<file path="src/rtl/sdram_burst_arbiter.sv">
// Burst scheduler between NUM_WR write FIFOs, one display read FIFO and a
// full-page SDRAM controller: round-robin writers, critical-read preemption.
module sdram_burst_arbiter #(
  parameter int NUM_WR          = 2,
  parameter int DATA_W          = 16,
  parameter int CNT_W           = 10,
  parameter int ADDR_W          = 12,
  parameter int PAGES_PER_FRAME = 600,
  parameter int BURST_LEN       = 512,
  parameter int WR_THRESH       = 512,
  parameter int RD_LOW_WATER    = 250,
  parameter int RD_CRIT         = 64,
  localparam int SEL_W = (NUM_WR > 1) ? $clog2(NUM_WR) : 1,
  localparam int GNT_W = $clog2(NUM_WR) + 1
) (
  input  logic                     clk,
  input  logic                     rst_n,
  input  logic                     enable,
  input  logic [NUM_WR*CNT_W-1:0]  wr_count,
  input  logic [NUM_WR*DATA_W-1:0] wr_data,
  output logic [NUM_WR-1:0]        wr_pop,
  input  logic [CNT_W-1:0]         rd_count,
  input  logic [SEL_W-1:0]         rd_sel,
  output logic                     rd_push,
  input  logic                     ready,
  output logic                     rw,
  output logic                     rw_en,
  output logic [ADDR_W-1:0]        f_addr,
  output logic [DATA_W-1:0]        f2s_data,
  input  logic                     f2s_data_valid,
  input  logic                     s2f_data_valid,
  output logic [GNT_W-1:0]         grant,
  output logic [NUM_WR:0]          frame_done,
  output logic                     len_err
);
  localparam int PTR_W = (PAGES_PER_FRAME > 1) ? $clog2(PAGES_PER_FRAME) : 1;
  localparam int WC_W  = $clog2(BURST_LEN + 1);
  localparam logic [GNT_W-1:0]  RD_OWN    = GNT_W'(NUM_WR);
  localparam logic [CNT_W-1:0]  L_WR_TH   = CNT_W'(WR_THRESH);
  localparam logic [CNT_W-1:0]  L_RD_LOW  = CNT_W'(RD_LOW_WATER);
  localparam logic [CNT_W-1:0]  L_RD_CRIT = CNT_W'(RD_CRIT);
  localparam logic [PTR_W-1:0]  PTR_LAST  = PTR_W'(PAGES_PER_FRAME - 1);
  localparam logic [WC_W-1:0]   WC_FULL   = WC_W'(BURST_LEN);

  if (NUM_WR < 1 || NUM_WR > 6) begin : g_nwr_chk
    $error("sdram_burst_arbiter: NUM_WR must be 1..6");
  end
  if (NUM_WR * PAGES_PER_FRAME > 2 ** ADDR_W) begin : g_addr_chk
    $error("sdram_burst_arbiter: frame regions exceed page address space");
  end

  typedef enum logic [2:0] {S_IDLE, S_ARB, S_ISSUE, S_WAIT_LO, S_RUN} state_t;

  state_t             r_state;
  logic [GNT_W-1:0]   r_grant, r_last_wr;
  logic               r_rw, r_rw_en, r_len_err, r_rd_init;
  logic [ADDR_W-1:0]  r_f_addr;
  logic [NUM_WR:0]    r_frame_done;
  logic [PTR_W-1:0]   r_wp [NUM_WR];
  logic [PTR_W-1:0]   r_rp;
  logic [SEL_W-1:0]   r_rd_region;
  logic [WC_W-1:0]    r_wcnt;

  logic               w_wr_hit, w_req, w_xfer;
  logic [GNT_W-1:0]   w_wr_sel, w_sel, w_region, w_gidx;
  int unsigned        w_idx;
  logic [PTR_W-1:0]   w_ptr, w_ptr_nxt;
  logic [ADDR_W-1:0]  w_addr;
  logic [SEL_W-1:0]   w_rd_sel_ok;
  logic [WC_W-1:0]    w_wcnt_nxt;

  // Round-robin scan starts one past the last served writer.
  always_comb begin
    w_wr_hit = 1'b0;
    w_wr_sel = '0;
    w_idx    = 0;
    for (int unsigned i = 0; i < NUM_WR; i++) begin
      w_idx = 32'(r_last_wr) + 32'd1 + i;
      if (w_idx >= NUM_WR) w_idx = w_idx - NUM_WR;
      if (!w_wr_hit && (wr_count[w_idx*CNT_W +: CNT_W] > L_WR_TH)) begin
        w_wr_hit = 1'b1;
        w_wr_sel = GNT_W'(w_idx);
      end
    end
  end

  always_comb begin
    w_req = 1'b1;
    w_sel = RD_OWN;
    if (rd_count < L_RD_CRIT)      w_sel = RD_OWN;
    else if (w_wr_hit)             w_sel = w_wr_sel;
    else if (rd_count < L_RD_LOW)  w_sel = RD_OWN;
    else                           w_req = 1'b0;
  end

  always_comb begin
    if (w_sel == RD_OWN) begin
      w_ptr    = r_rp;
      w_region = GNT_W'(r_rd_region);
    end else begin
      w_ptr    = r_wp[w_sel];
      w_region = w_sel;
    end
    w_ptr_nxt   = (w_ptr == PTR_LAST) ? '0 : w_ptr + 1'b1;
    w_addr      = ADDR_W'(w_region) * ADDR_W'(PAGES_PER_FRAME) + ADDR_W'(w_ptr);
    w_rd_sel_ok = (32'(rd_sel) < NUM_WR) ? rd_sel : '0;
  end

  always_comb begin
    w_gidx   = (r_grant < RD_OWN) ? r_grant : '0;
    f2s_data = wr_data[w_gidx*DATA_W +: DATA_W];
    w_xfer   = (r_state == S_WAIT_LO) || (r_state == S_RUN);
    wr_pop   = '0;
    for (int unsigned k = 0; k < NUM_WR; k++)
      wr_pop[k] = f2s_data_valid && w_xfer && (r_grant == GNT_W'(k));
    rd_push    = s2f_data_valid && (r_grant == RD_OWN);
    w_wcnt_nxt = r_wcnt + WC_W'((|wr_pop) || rd_push);
  end

  always_ff @(posedge clk or negedge rst_n) begin
    if (!rst_n) begin
      r_state      <= S_IDLE;
      r_grant      <= '0;
      r_last_wr    <= GNT_W'(NUM_WR - 1);
      r_rw         <= 1'b0;
      r_rw_en      <= 1'b0;
      r_len_err    <= 1'b0;
      r_rd_init    <= 1'b1;
      r_f_addr     <= '0;
      r_frame_done <= '0;
      r_rp         <= '0;
      r_rd_region  <= '0;
      r_wcnt       <= '0;
      for (int unsigned k = 0; k < NUM_WR; k++) r_wp[k] <= '0;
    end else begin
      r_rw_en      <= 1'b0;
      r_frame_done <= '0;
      r_wcnt       <= w_wcnt_nxt;
      if (r_rd_init) begin
        r_rd_init   <= 1'b0;
        r_rd_region <= w_rd_sel_ok;
      end
      case (r_state)
        S_IDLE: if (enable) r_state <= S_ARB;
        S_ARB: begin
          if (ready) begin
            if (!enable) begin
              r_state <= S_IDLE;
            end else if (w_req) begin
              r_state  <= S_ISSUE;
              r_rw_en  <= 1'b1;
              r_rw     <= (w_sel == RD_OWN);
              r_f_addr <= w_addr;
              r_grant  <= w_sel;
              if (w_ptr == PTR_LAST) r_frame_done[w_sel] <= 1'b1;
              // Display region only switches when the read pointer wraps.
              if (w_sel == RD_OWN) begin
                r_rp <= w_ptr_nxt;
                if (w_ptr == PTR_LAST) r_rd_region <= w_rd_sel_ok;
              end else begin
                r_wp[w_sel] <= w_ptr_nxt;
                r_last_wr   <= w_sel;
              end
            end
          end
        end
        S_ISSUE:   r_state <= S_WAIT_LO;
        S_WAIT_LO: if (!ready) r_state <= S_RUN;
        S_RUN: begin
          if (ready) begin
            r_state <= S_ARB;
            if (w_wcnt_nxt != WC_FULL) r_len_err <= 1'b1;
            r_wcnt <= '0;
          end
        end
        default: r_state <= S_IDLE;
      endcase
    end
  end

  assign rw         = r_rw;
  assign rw_en      = r_rw_en;
  assign f_addr     = r_f_addr;
  assign grant      = r_grant;
  assign frame_done = r_frame_done;
  assign len_err    = r_len_err;
endmodule

</file>
<file path="config.mk">
export PLATFORM = sky130hd
export DESIGN_NAME = sdram_burst_arbiter
export DESIGN_NICKNAME = d
export VERILOG_FILES = /design/src/rtl/sdram_burst_arbiter.sv
export SDC_FILE = /design/constraint.sdc
export NUM_CORES = 1
export LEC_CHECK = 0
export ABC_AREA = 1
export BUFFER_PORTS_ARGS = -buffer_cell sky130_fd_sc_hd__buf_2
export CORE_UTILIZATION = 28
export DETAILED_ROUTE_END_ITERATION = 6
export PLACE_DENSITY = 0.42
export SLEW_MARGIN = 0
export SYNTH_ARGS = -nofsm -noshare
export SYNTH_HDL_FRONTEND = slang
export SYNTH_SLANG_ARGS = --single-unit
</file>
<file path="constraint.sdc">
create_clock -name clk -period 7.19 [get_ports clk]
set_input_delay 1.438 -clock clk [delete_from_list [all_inputs] [get_ports clk]]
set_output_delay 1.438 -clock clk [all_outputs]
set_load 0.02 [all_outputs]
</file>
== Word-level counts from Yosys, hierarchy flattened ==
Index checks and enable logic that the tools add are counted.

* Flip-flop bits (word level): 67
* Logic and storage cells: 120

* $add $sub $neg: 7
* Multipliers: 3
* Order comparisons: 11
* Equal/unequal tests: 14
* Shift operators: 3
* Mux-type cells: 48
* Bitwise gates (word level): 2
* Reduce and logical (&&, ||, !) cells: 18

{| class="wikitable"
|+ Operators with widths
! cell !! count
|-
| 10-bit two-way mux || 8
|-
| 20-bit by 33-bit indexed part select with 10-bit output || 2
|-
| 32-bit by 3-bit multiplier with 31-bit output (second input constant) || 2
|-
| 32-bit two-way mux || 2
|-
| 3-bit two-way mux || 11
|-
| 32-bit by 2-bit >= comparator with 1-bit output (second input constant) || 1
|-
| 32-bit by 7-bit indexed part select with 16-bit output || 1
|-
| 32-bit by 2-bit subtractor with 32-bit output (second input constant) || 1
|-
| 20-bit bitwise mux || 1
|-
| 10-bit > comparator (second input constant) || 2
|-
| 1-bit two-way mux || 17
|-
| 3-bit case mux with 5 select lines || 1
|-
| 5-bit AND reduction || 3
|-
| 12-bit by 10-bit adder with 12-bit output || 1
|-
| 2-bit two-way mux || 6
|-
| 10-bit by 1-bit adder with 10-bit output || 1
|-
| 10-bit by 1-bit adder with 10-bit output (second input constant) || 1
|-
| 10-bit demux with 1-bit select || 1
|-
| 10-bit == test (second input constant) || 1
|-
| 10-bit by 7-bit < comparator with 1-bit output (second input constant) || 1
|-
| 10-bit by 8-bit < comparator with 1-bit output (second input constant) || 1
|-
| 10-bit != test (second input constant) || 1
|-
| 2-bit by 7-bit multiplier with 9-bit output (second input constant) || 1
|-
| 2-bit != test (second input constant) || 4
|-
| 26 further kinds || 35
|}

== Depth between registers and ports, before layout ==
Gate-level depths: netlist of run 1.

* Depth in word-level cells: 24
* Gate-level depth with buffers: 43
* Gate-level depth less buffers: 39

== Least setup slack after synthesis of run 1 ==
OpenSTA, ideal clock, no wires.

* Kind: register to register
* Start point: reg r_last_wr[0]
* End point: reg r_f_addr[11], in the netlist f_addr[11]
* Setup time: 0.095 ns
* Arrival time: 5.690 ns
* Path slack: 1.405 ns
* Cell stages (with the launch flop): 38
* Buffers on the path: 4
* Cells stage by stage: dfstp_2 -> buf_6 -> inv_4 -> buf_6 -> ha_1 -> inv_1 -> nand2_2 -> nand2_4 -> buf_6 -> ha_1 -> inv_1 -> nand3_1 -> nand2_1 -> ha_1 -> nand2_1 -> fa_1 -> inv_1 -> nand2_1 -> [2 not listed] -> nand2_1 -> nand2_1 -> nand2_1 -> nand3_1 -> nand3_2 -> nand3_2 -> nand2_4 -> nand2_4 -> buf_6 -> nor2_1 -> inv_1 -> ha_1 -> fa_1 -> o21ai_0 -> a21oi_1 -> o21ai_0 -> a21oi_1 -> o31ai_1

* Word-level cells in the longest chain between the ends: 18
* Elaborated cells on any way between the ends: 34
* Classes of those cells: 5 x add/sub; 3 x mul; 4 x order compare; 1 x eq/ne; 2 x shift; 15 x mux; 1 x bitwise; 3 x reduce/logical

{| class="wikitable"
|+ Ends and longest elaborated chain
! what !! line !! RTL
|-
| start: declaration || 55 || <nowiki>logic [GNT_W-1:0] r_grant, r_last_wr;</nowiki>
|-
| start signal: assignment || 124 || <nowiki>r_last_wr <= GNT_W'(NUM_WR - 1);</nowiki>
|-
| start signal: assignment || 162 || <nowiki>r_last_wr <= w_sel;</nowiki>
|-
| 2-bit by 1-bit adder with 3-bit output * || 78 || <nowiki>w_idx = 32'(r_last_wr) + 32'd1 + i;</nowiki>
|-
| parallel branches: the longest is 17 deep, another holds 32-bit by 2-bit subtractor with 32-bit output || n/a ||
|-
| end signal: assignment || 153 || <nowiki>r_f_addr <= w_addr;</nowiki>
|-
| end: declaration || 57 || <nowiki>logic [ADDR_W-1:0] r_f_addr;</nowiki>
|}

Every way passes the cells marked *. The select of a mux whose other input is x is not followed.
A chain may end at the register's enable or synchronous reset.

== Worst setup path after layout of run 1 ==
Same ends and word-level chain as after synthesis.

==> flow_metrics.tcl, run 1 <==
set metrics [dict create \
    cts_buffer_depth 2 \
    yosysWarnings 0 \
    post-cts-setup-buffers 0 \
    arrival_ns 6.51 \
    grt_max_degree 68 \
    finalHoldViolCount 0 \
    grt-busiest-layer "met2" \
    seq_power_share_pct 37.0 \
    die_area_um2 19250 \
    syn_area_um2 5235 \
    htreeDepth 3 \
    drtAntennaViolNets 0 \
    whs_ns 0.4580 \
    grt_pass1_vias 4766 \
    syn_to_final_growth_pct 19.41 \
    final_area_um2 6251 \
    ys_top_cells_by_area "dfrtp_1, nand2_1, inv_1" \
    reg2reg_depth 31 \
    p_comb_share_pct 27.8 \
    path_class "reg -> reg" \
    p_sw_uw 417.2 \
    first_iter_violations 312 \
    worst_slack_ns 0.9221 \
    worstMarginPinSlew_ns 0.8712 \
    clkTransAtPathRegs_ns 0.05 \
    rsz0062_at_grt "no" \
    max_stage_delay_ns 0.55 \
    crit_start "r_last_wr[0]" \
    dominantRegCellSynth "dfrtp_1" \
    use_met3_pct 3.798 \
    clkPwrFrac_pct 35.2 \
    antenna_found_initial 0 \
    cts_hold_buf 0 \
    violations "DRC" \
    post-route-period-util_pct 87.18 \
    initial_core_util_pct 28.85 \
    pre_cts_slack_ns 0.9028 \
    r2r-start "r_last_wr[0]" \
    io_buffers 106 \
    hold_start "len_err" \
    power_mw 1.276 \
    drt-pass1-iter-count 7 \
    ys_types 43 \
    outcome "finished with violations" \
    synth_top_area_share_pct 31.07 \
    cp.required_ns 7.43 \
    setup_viol 0 \
    clock_sinks 67 \
    ir_drop_v 0.0001807 \
    end_kind "flip-flop" \
    fin_crit_ns 6.268 \
    synthArstFlopShare_pct 100.0 \
    diodes 0 \
    dieWidth_um 138.7 \
    path_common_cell "nand2_1" \
    synth_edf_count 0 \
    drc 13 \
    die-height_um 138.7 \
    switching_share_pct 32.70 \
    drive_above_1_share_pct 22.70 \
    via_count 4987 \
    maxCapViolCount 0 \
    critPathLaunchType "flip-flop" \
    cts_tree "built" \
    ctsResizeCount 0 \
    num_rows 49 \
    synth-seq-cells 67 \
    num-nets-final 937 \
    grt_pass1_wl_um 23160 \
    place_congestion 0.8621 \
    grtUsageMet1_pct 18.05 \
    critPathMaxFanout 37 \
    drt_wl_total_um 13750 \
    min_path_type "reg -> reg" \
    power.leakage_nw 3.391 \
    viasPerCell 4.639 \
    track_usage_pct 14.91 \
    syn_avg_cell_area_um2 7.132 \
    fin_tns_setup_ns 0 \
    ios 108 \
    overflow 0 \
    synth_largest_area_cell "dfrtp_1" \
    root_buffer "clkbuf_16" \
    finClkSkew_ns 0.008287 \
    use_met2_pct 26.58 \
    cts_buffers 9 \
    cpMaxStageDelayCell "dfstp_2" \
    dp_hpwl_um 10790 \
    max_freq_ghz 0.1595 \
    core_um2 18150 \
    drv_slew 0 \
    place_area_um2 5943 \
    worst_skew_pair.late_latency_ns 0.34 \
    synth_common_cells "nand2_1, inv_1, nor2_1" \
    synth_most_common_cell "nand2_1" \
    fillCellCount 1992 \
    p_per_area_nw_per_um2 204.1 \
    ys_seq_area_share_pct 32.07 \
    internal-power_uw 858.7 \
    holdPathStages 2 \
    syn_inst 734 \
    relSlewSlack_pct 41.92 \
    wl_per_cell_um 12.79 \
]
-- through the flow --
step / util [%] / instances
finish: 34.45 / 1075
global placement: 32.75 / 1059
floorplan: - / 736
CTS: 34.45 / 1075
detailed placement: 32.75 / 1059
global route: 34.45 / 1075
-- sequential cells by signal (all words and copies together), names as in the netlist, 2 cells and up --
| signal | flops |
|---|---|
| r_wp | 20 |
| f_addr | 12 |
| r_rp | 10 |
| r_wcnt | 10 |
| frame_done | 3 |
| r_state | 3 |
| grant | 2 |
| r_last_wr | 2 |
-- power groups by stage --
stage	registers [mW]	logic [mW]	clock network [mW]
floorplan	0.502	0.214	0
global placement	0.477	0.353	0
detailed placement	0.479	0.358	0
CTS	0.473	0.360	0.463
global route	0.481	0.404	0.481
finish	0.473	0.354	0.449
-- cells by family after synthesis --
logic type	Yosys count	share of synthesized area, %
multiplexers	17	3.657
AO/OA/AOI/OAI	86	8.772
adder cells (fa/ha/maj)	27	6.883
flip-flops	67	32.07
other	1	0.07163
XOR/XNOR	19	3.179
buffers and inverters	109	9.441
AND/OR/NAND/NOR	408	35.92
-- layer usage --
layer / share of wire, % / up-vias / wire [um]
li1: - / 2563 / -
met1: 45 / 2316 / 6243
met2: 49 / 100 / 6761
met3: 4.7 / 8 / 648
met4: 0.68 / 0 / 93
met5: 0 / - / 0
-- worst max-delay path: cells and delay by family, from the launching register on --
kind	cells	cell delay, ns
adders and majority gates	6	2.08
and+or+nand+nor	15	1.61
AOI/OAI and AO/OA	5	1.06
buffers and inverters	4	0.64
DFF	1	0.55
xor gates and xnor gates	1	0.21
-- layout by cell type, fill, tap and decap left out, types with 14 or more instances in the layout --
cell type	netlist	layout
xor2_1	15	15
nand3_1	34	34
nand2_2	14	14
mux2_2	17	17
nand2_1	229	229
dfrtp_1	65	65
ha_1	24	24
o21ai_1	25	25
nand4_1	14	14
a21oi_1	16	16
nand3b_1	16	16
inv_1	82	82
o21ai_0	34	34
buf_2	0	106
nor2_1	67	67
-- layout make-up --
type | count | area, um^2 | area share, %
multi-input combinational | 560 | 3069 | 49.10
sequential | 67 | 1679 | 26.86
timing repair buffer | 109 | 553.0 | 8.847
inverter | 94 | 355.3 | 5.685
tap | 229 | 286.5 | 4.584
clock buffer | 15 | 277.8 | 4.444
clock inverter | 1 | 30.03 | 0.4804
-- final timing paths --
check | to | slack, ns
worst max-delay path | f_addr[11] | 0.92
worst min-delay path | len_err | 0.46
worst max register to register | f_addr[11] | 0.92
worst min register to register | len_err | 0.46
max in group asynchronous | r_state[0] | 5.31
min in group asynchronous | frame_done[2] | 1.29
No activity file was read; power rests on OpenSTA's default activity.
==> run 2: changes to the inputs <==
--- a/config.mk
+++ b/config.mk
@@ -7,9 +7,9 @@
 export LEC_CHECK = 0
 export ABC_AREA = 1
 export BUFFER_PORTS_ARGS = -buffer_cell sky130_fd_sc_hd__buf_2
-export CORE_UTILIZATION = 28
+export CORE_UTILIZATION = 40
 export DETAILED_ROUTE_END_ITERATION = 6
-export PLACE_DENSITY = 0.42
+export PLACE_DENSITY = 0.57
 export SLEW_MARGIN = 0
 export SYNTH_ARGS = -nofsm -noshare
 export SYNTH_HDL_FRONTEND = slang
==> run 2 against run 1 <==
Compared with the run above:
- the run now ends clean
- setup slack got worse by 0.0027 ns
- critical path depth unchanged
- flip-flop and latch count unchanged
- clock-buffer cell count decreased by 5
- non-clock buffer count decreased by 1
- register-to-register slack about the same
- utilization increased by 14 points
- combinational power decreased by 2%
- largest cell class unchanged
==> flow_metrics.tcl, run 2 (synthesized netlist as in run 1, its figures left out) <==
set metrics [dict create \
    outcome "finished clean" \
    via_count 4948 \
    p_per_area_nw_per_um2 205.5 \
    critPathLaunchType "flip-flop" \
    critPathMaxFanout 37 \
    diodes 0 \
    end_kind "flip-flop" \
    core_um2 12670 \
    cts_buffers 9 \
    max_freq_ghz 0.1595 \
    cts_buffer_depth 2 \
    wl_per_cell_um 12.95 \
    ir_drop_v 0.0001569 \
    placed_cells 1001 \
    final_area_um2 6167 \
    finClkSkew_ns 0.008003 \
    worst_skew_pair.late_latency_ns 0.33 \
    initial_core_util_pct 41.32 \
    grt_pass1_vias 4602 \
    rsz0062_at_grt "no" \
    cts_hold_buf 0 \
    final_cells 1017 \
    path_common_cell "nand2_1" \
    cts_tree "built" \
    worstMarginPinSlew_ns 0.8631 \
    syn_to_final_growth_pct 17.81 \
    place_congestion 0.8462 \
    dp_hpwl_um 10140 \
    drive_above_1_share_pct 22.96 \
    post-cts-setup-buffers 0 \
    die_area_um2 13550 \
    htreeDepth 3 \
    num-nets-final 936 \
    setup_viol 0 \
    maxCapViolCount 0 \
    post-route-period-util_pct 87.21 \
    place_area_um2 5864 \
    finalHoldViolCount 0 \
    num_rows 41 \
    layout_common_cells "nand2_1, buf_2, inv_1" \
    cp.required_ns 7.42 \
    grt_max_degree 68 \
    min_path_type "reg -> reg" \
    power.leakage_nw 3.382 \
    ctsResizeCount 0 \
    drv_slew 0 \
    drt_wl_total_um 13170 \
    arrival_ns 6.50 \
    root_buffer "clkbuf_16" \
    max_stage_delay_ns 0.55 \
    clock_sinks 67 \
    cpMaxStageDelayCell "dfstp_2" \
    path_class "reg -> reg" \
    top_register "r_wp" \
    relSlewSlack_pct 42.32 \
    drtAntennaViolNets 0 \
    first_iter_violations 225 \
    drc 0 \
    fin_crit_ns 6.271 \
    antenna_found_initial 0 \
    dieWidth_um 116.4 \
    overflow 0 \
    largest_reg_flops 20 \
    clkTransAtPathRegs_ns 0.06 \
    fin_tns_setup_ns 0 \
    fin_util_pct 48.67 \
    grt_pass1_wl_um 21130 \
    ios 108 \
    io_buffers 106 \
    drt-pass1-iter-count 5 \
    final_common_cell "nand2_1" \
    viasPerCell 4.865 \
    track_usage_pct 19.94 \
    die-height_um 116.4 \
]
[run 2: cell types whose count changed in the layout (fill, tap and decap cells not counted), sizes merged]
cell	delta
clkinvlp	+2
inv	+1
clkinv	+2
buf	-1
clkbuf	-5
[run 2: final timing paths]
| path | start | endpoint | slack [ns] | cells past startpoint |
|---|---|---|---|---|
| worst max-delay path | r_last_wr[0] | f_addr[11] | 0.92 | 31 |
| worst min-delay path | len_err | len_err | 0.47 | 2 |
| worst max register to register | r_last_wr[0] | f_addr[11] | 0.92 | 31 |
| worst min register to register | len_err | len_err | 0.47 | 2 |
| max in group asynchronous | rst_n | frame_done[0] | 5.32 | 2 |
| min in group asynchronous | rst_n | r_wcnt[6] | 1.30 | 2 |
[run 2: power breakdown]
| part | internal [mW] | total [mW] | switching, mW |
|---|---|---|---|
| sequential | 0.437 | 0.476 | 0.0390 |
| combinational | 0.125 | 0.346 | 0.221 |
| clock | 0.278 | 0.446 | 0.168 |
[run 2: cell type report]
type | instances | area [um^2]
clock buffers | 10 | 239.0
clock inverters | 6 | 63.81
fillers | 1276 | 6504
inverters | 94 | 355.3
multi-input cells | 560 | 3069
flip-flops and latches | 67 | 1679
well taps | 172 | 215.2
repair buffers | 108 | 545.5
[run 2: metal layers]
layer,routed length (um),vias to the layer above,GRT usage (%)
met3,497,10,2.854
met1,6002,2271,24.34
met5,0,-,0
met2,6585,116,37.28
met4,85,0,3.590
li1,-,2551,-
[run 2: per-stage QoR]
step	worst slack, ns	total power [mW]	hold slack, ns
2_1_floorplan	1.405	0.7157	0.4404
3_3_place_gp	1.066	0.8184	0.4452
3_5_place_dp	0.9028	0.8275	0.4553
4_1_cts	0.8879	1.281	0.4767
5_1_grt	0.3326	1.354	0.4979
6_report	0.9194	1.267	0.4705
[run 2: critical path, delay by kind of cell, from the launching register on]
kind / cells / cell delay [ns]
AOI/OAI and AO/OA: 5 / 1.05
xor gates and xnor gates: 1 / 0.21
adders and majority gates: 6 / 2.04
buffers and inverters: 4 / 0.62
DFF: 1 / 0.55
and+or+nand+nor: 15 / 1.69
==> run 3: changes to the inputs <==
--- a/config.mk
+++ b/config.mk
@@ -7,9 +7,10 @@
 export LEC_CHECK = 0
 export ABC_AREA = 1
 export BUFFER_PORTS_ARGS = -buffer_cell sky130_fd_sc_hd__buf_2
-export CORE_UTILIZATION = 40
+export CORE_UTILIZATION = 55
+export CTS_CLUSTER_SIZE = 25
 export DETAILED_ROUTE_END_ITERATION = 6
-export PLACE_DENSITY = 0.57
+export PLACE_DENSITY = 0.76
 export SLEW_MARGIN = 0
 export SYNTH_ARGS = -nofsm -noshare
 export SYNTH_HDL_FRONTEND = slang
==> run 3 against run 2 <==
Compared with the run above:
- setup slack better by 0.025 ns
- non-clock buffer count unchanged
- via count up 0.89%
- combinational power rose by 2%
- clock-buffer cell count is 1 lower
- fmax increased by 0.39%
- clock skew grew 0.0063 ns
- design area is 2.5% lower
- critical path type unchanged
==> flow_metrics.tcl, run 3 (synthesized netlist as in run 1, its figures left out) <==
set metrics [dict create \
    place_congestion 0.9490 \
    num-nets-final 936 \
    track_usage_pct 27.11 \
    num_rows 35 \
    cp.required_ns 7.46 \
    layout_common_cells "nand2_1, buf_2, inv_1" \
    top_register "r_wp" \
    syn_to_final_growth_pct 14.89 \
    p_sw_uw 438.8 \
    outcome "finished clean" \
    switching_share_pct 37.67 \
    cp-endpoint "f_addr[11]" \
    grt_pass1_wl_um 21160 \
    internal-power_uw 726.0 \
    r2r_end "f_addr[11]" \
    clkPwrFrac_pct 29.1 \
    critPathLaunchType "flip-flop" \
    whs_ns 0.4706 \
    clock_sinks 67 \
    ios 108 \
    htreeDepth 3 \
    seq_power_share_pct 40.7 \
    cts_tree "built" \
    dieWidth_um 99.56 \
    p_per_area_nw_per_um2 193.7 \
    worstMarginPinSlew_ns 0.9132 \
    initial_core_util_pct 56.66 \
    dp_hpwl_um 9699 \
    die-height_um 99.56 \
    ctsResizeCount 0 \
    overflow 0 \
    grt-busiest-layer "met2" \
    relSlewSlack_pct 38.97 \
    critPathMaxFanout 37 \
    setup_viol 0 \
    root_buffer "clkbuf_8" \
    min_path_type "reg -> reg" \
    largest_reg_flops 20 \
    path_common_cell "nand2_1" \
    cts_buffer_depth 2 \
    grtUsageMet1_pct 33.42 \
    drv_slew 0 \
    finClkSkew_ns 0.01434 \
    via_count 4992 \
    ir_drop_v 0.0001390 \
    viasPerCell 5.125 \
    grt_max_degree 68 \
    die_area_um2 9912 \
    path_class "reg -> reg" \
    cts_hold_buf 0 \
    fin_tns_setup_ns 0 \
    fillCellCount 853 \
    final_common_cell "nand2_1" \
    arrival_ns 6.51 \
    clkTransAtPathRegs_ns 0.09 \
    max_stage_delay_ns 0.56 \
    cts_buffers 9 \
    core_um2 9240 \
    io_buffers 106 \
    max_freq_ghz 0.1601 \
    power.leakage_nw 3.339 \
    cpMaxStageDelayCell "dfstp_2" \
    antenna_found_initial 0 \
    drive_above_1_share_pct 22.96 \
    fin_crit_ns 6.246 \
    use_met3_pct 4.708 \
    worst_skew_pair.late_latency_ns 0.36 \
    grt_pass1_vias 4692 \
    crit_start "r_last_wr[0]" \
    reg2reg_depth 31 \
    p_comb_share_pct 30.2 \
    r2r-start "r_last_wr[0]" \
    drtAntennaViolNets 0 \
    drt-pass1-iter-count 5 \
    power_mw 1.165 \
    r2r_slack_ns 0.94 \
    finalHoldViolCount 0 \
    use_met2_pct 49.57 \
    wl_per_cell_um 13.01 \
    first_iter_violations 219 \
    end_kind "flip-flop" \
    maxCapViolCount 0 \
    post-cts-setup-buffers 0 \
    diodes 0 \
    rsz0062_at_grt "no" \
    post-route-period-util_pct 86.87 \
    final_cells 974 \
    drc 0 \
    placed_cells 958 \
    drt_wl_total_um 12670 \
]
==> run 3: power by group through the flow <==
| stage | clock, mW | combinational [mW] | sequential [mW] |
|---|---|---|---|
| after floorplan | 0 | 0.214 | 0.502 |
| after detailed placement | 0 | 0.349 | 0.481 |
| after CTS | 0.343 | 0.353 | 0.473 |
| final | 0.339 | 0.352 | 0.474 |
| after global routing | 0.361 | 0.398 | 0.482 |
| after global placement | 0 | 0.338 | 0.476 |
==> run 3: area by class of cell <==
| class | count | area (um^2) | area share (%) |
|---|---|---|---|
| Multi-Input combinational cell | 560 | 3069 | 51.03 |
| Clock buffer | 9 | 123.9 | 2.059 |
| Sequential cell | 67 | 1679 | 27.92 |
| Tap cell | 129 | 161.4 | 2.684 |
| Clock inverter | 7 | 80.08 | 1.331 |
| Inverter | 94 | 355.3 | 5.908 |
| Timing Repair Buffer | 108 | 545.5 | 9.070 |
==> run 3: through the flow <==
stage	worst slack [ns]	utilization (%)	instance area, um^2
after global routing	0.3147	65.09	6015
after CTS	0.9352	65.09	6015
after global placement	1.125	62.88	5811
after floorplan	1.405	-	5243
after detailed placement	0.9616	62.88	5811
final	0.9440	65.09	6015
==> run 3: critical path, delay by kind of cell, from the launching register on <==
kind	cells	cell delay, ns
AOI/OAI and AO/OA	5	1.05
xor gates and xnor gates	1	0.22
and+or+nand+nor	15	1.61
adders and majority gates	6	2.05
buffers and inverters	4	0.63
DFF	1	0.56
==> run 3: how the worst min path moves through the flow <==
| stage | end | depth (start not counted) | start |
|---|---|---|---|
| 2_1_floorplan | r_rp[3] | 2 | r_rp[3] |
| 3_3_place_gp | len_err | 2 | len_err |
| 3_5_place_dp | len_err | 2 | len_err |
| 4_1_cts | len_err | 2 | len_err |
| 5_1_grt | r_rp[7] | 2 | r_rp[7] |
| 6_report | len_err | 2 | len_err |
==> run 3: layer usage <==
| metal | vias to the layer above | wire (um) |
|---|---|---|
| met3 | 11 | 699 |
| met4 | 0 | 91 |
| met2 | 144 | 6447 |
| met1 | 2290 | 5427 |
| li1 | 2547 | - |
| met5 | - | 0 |
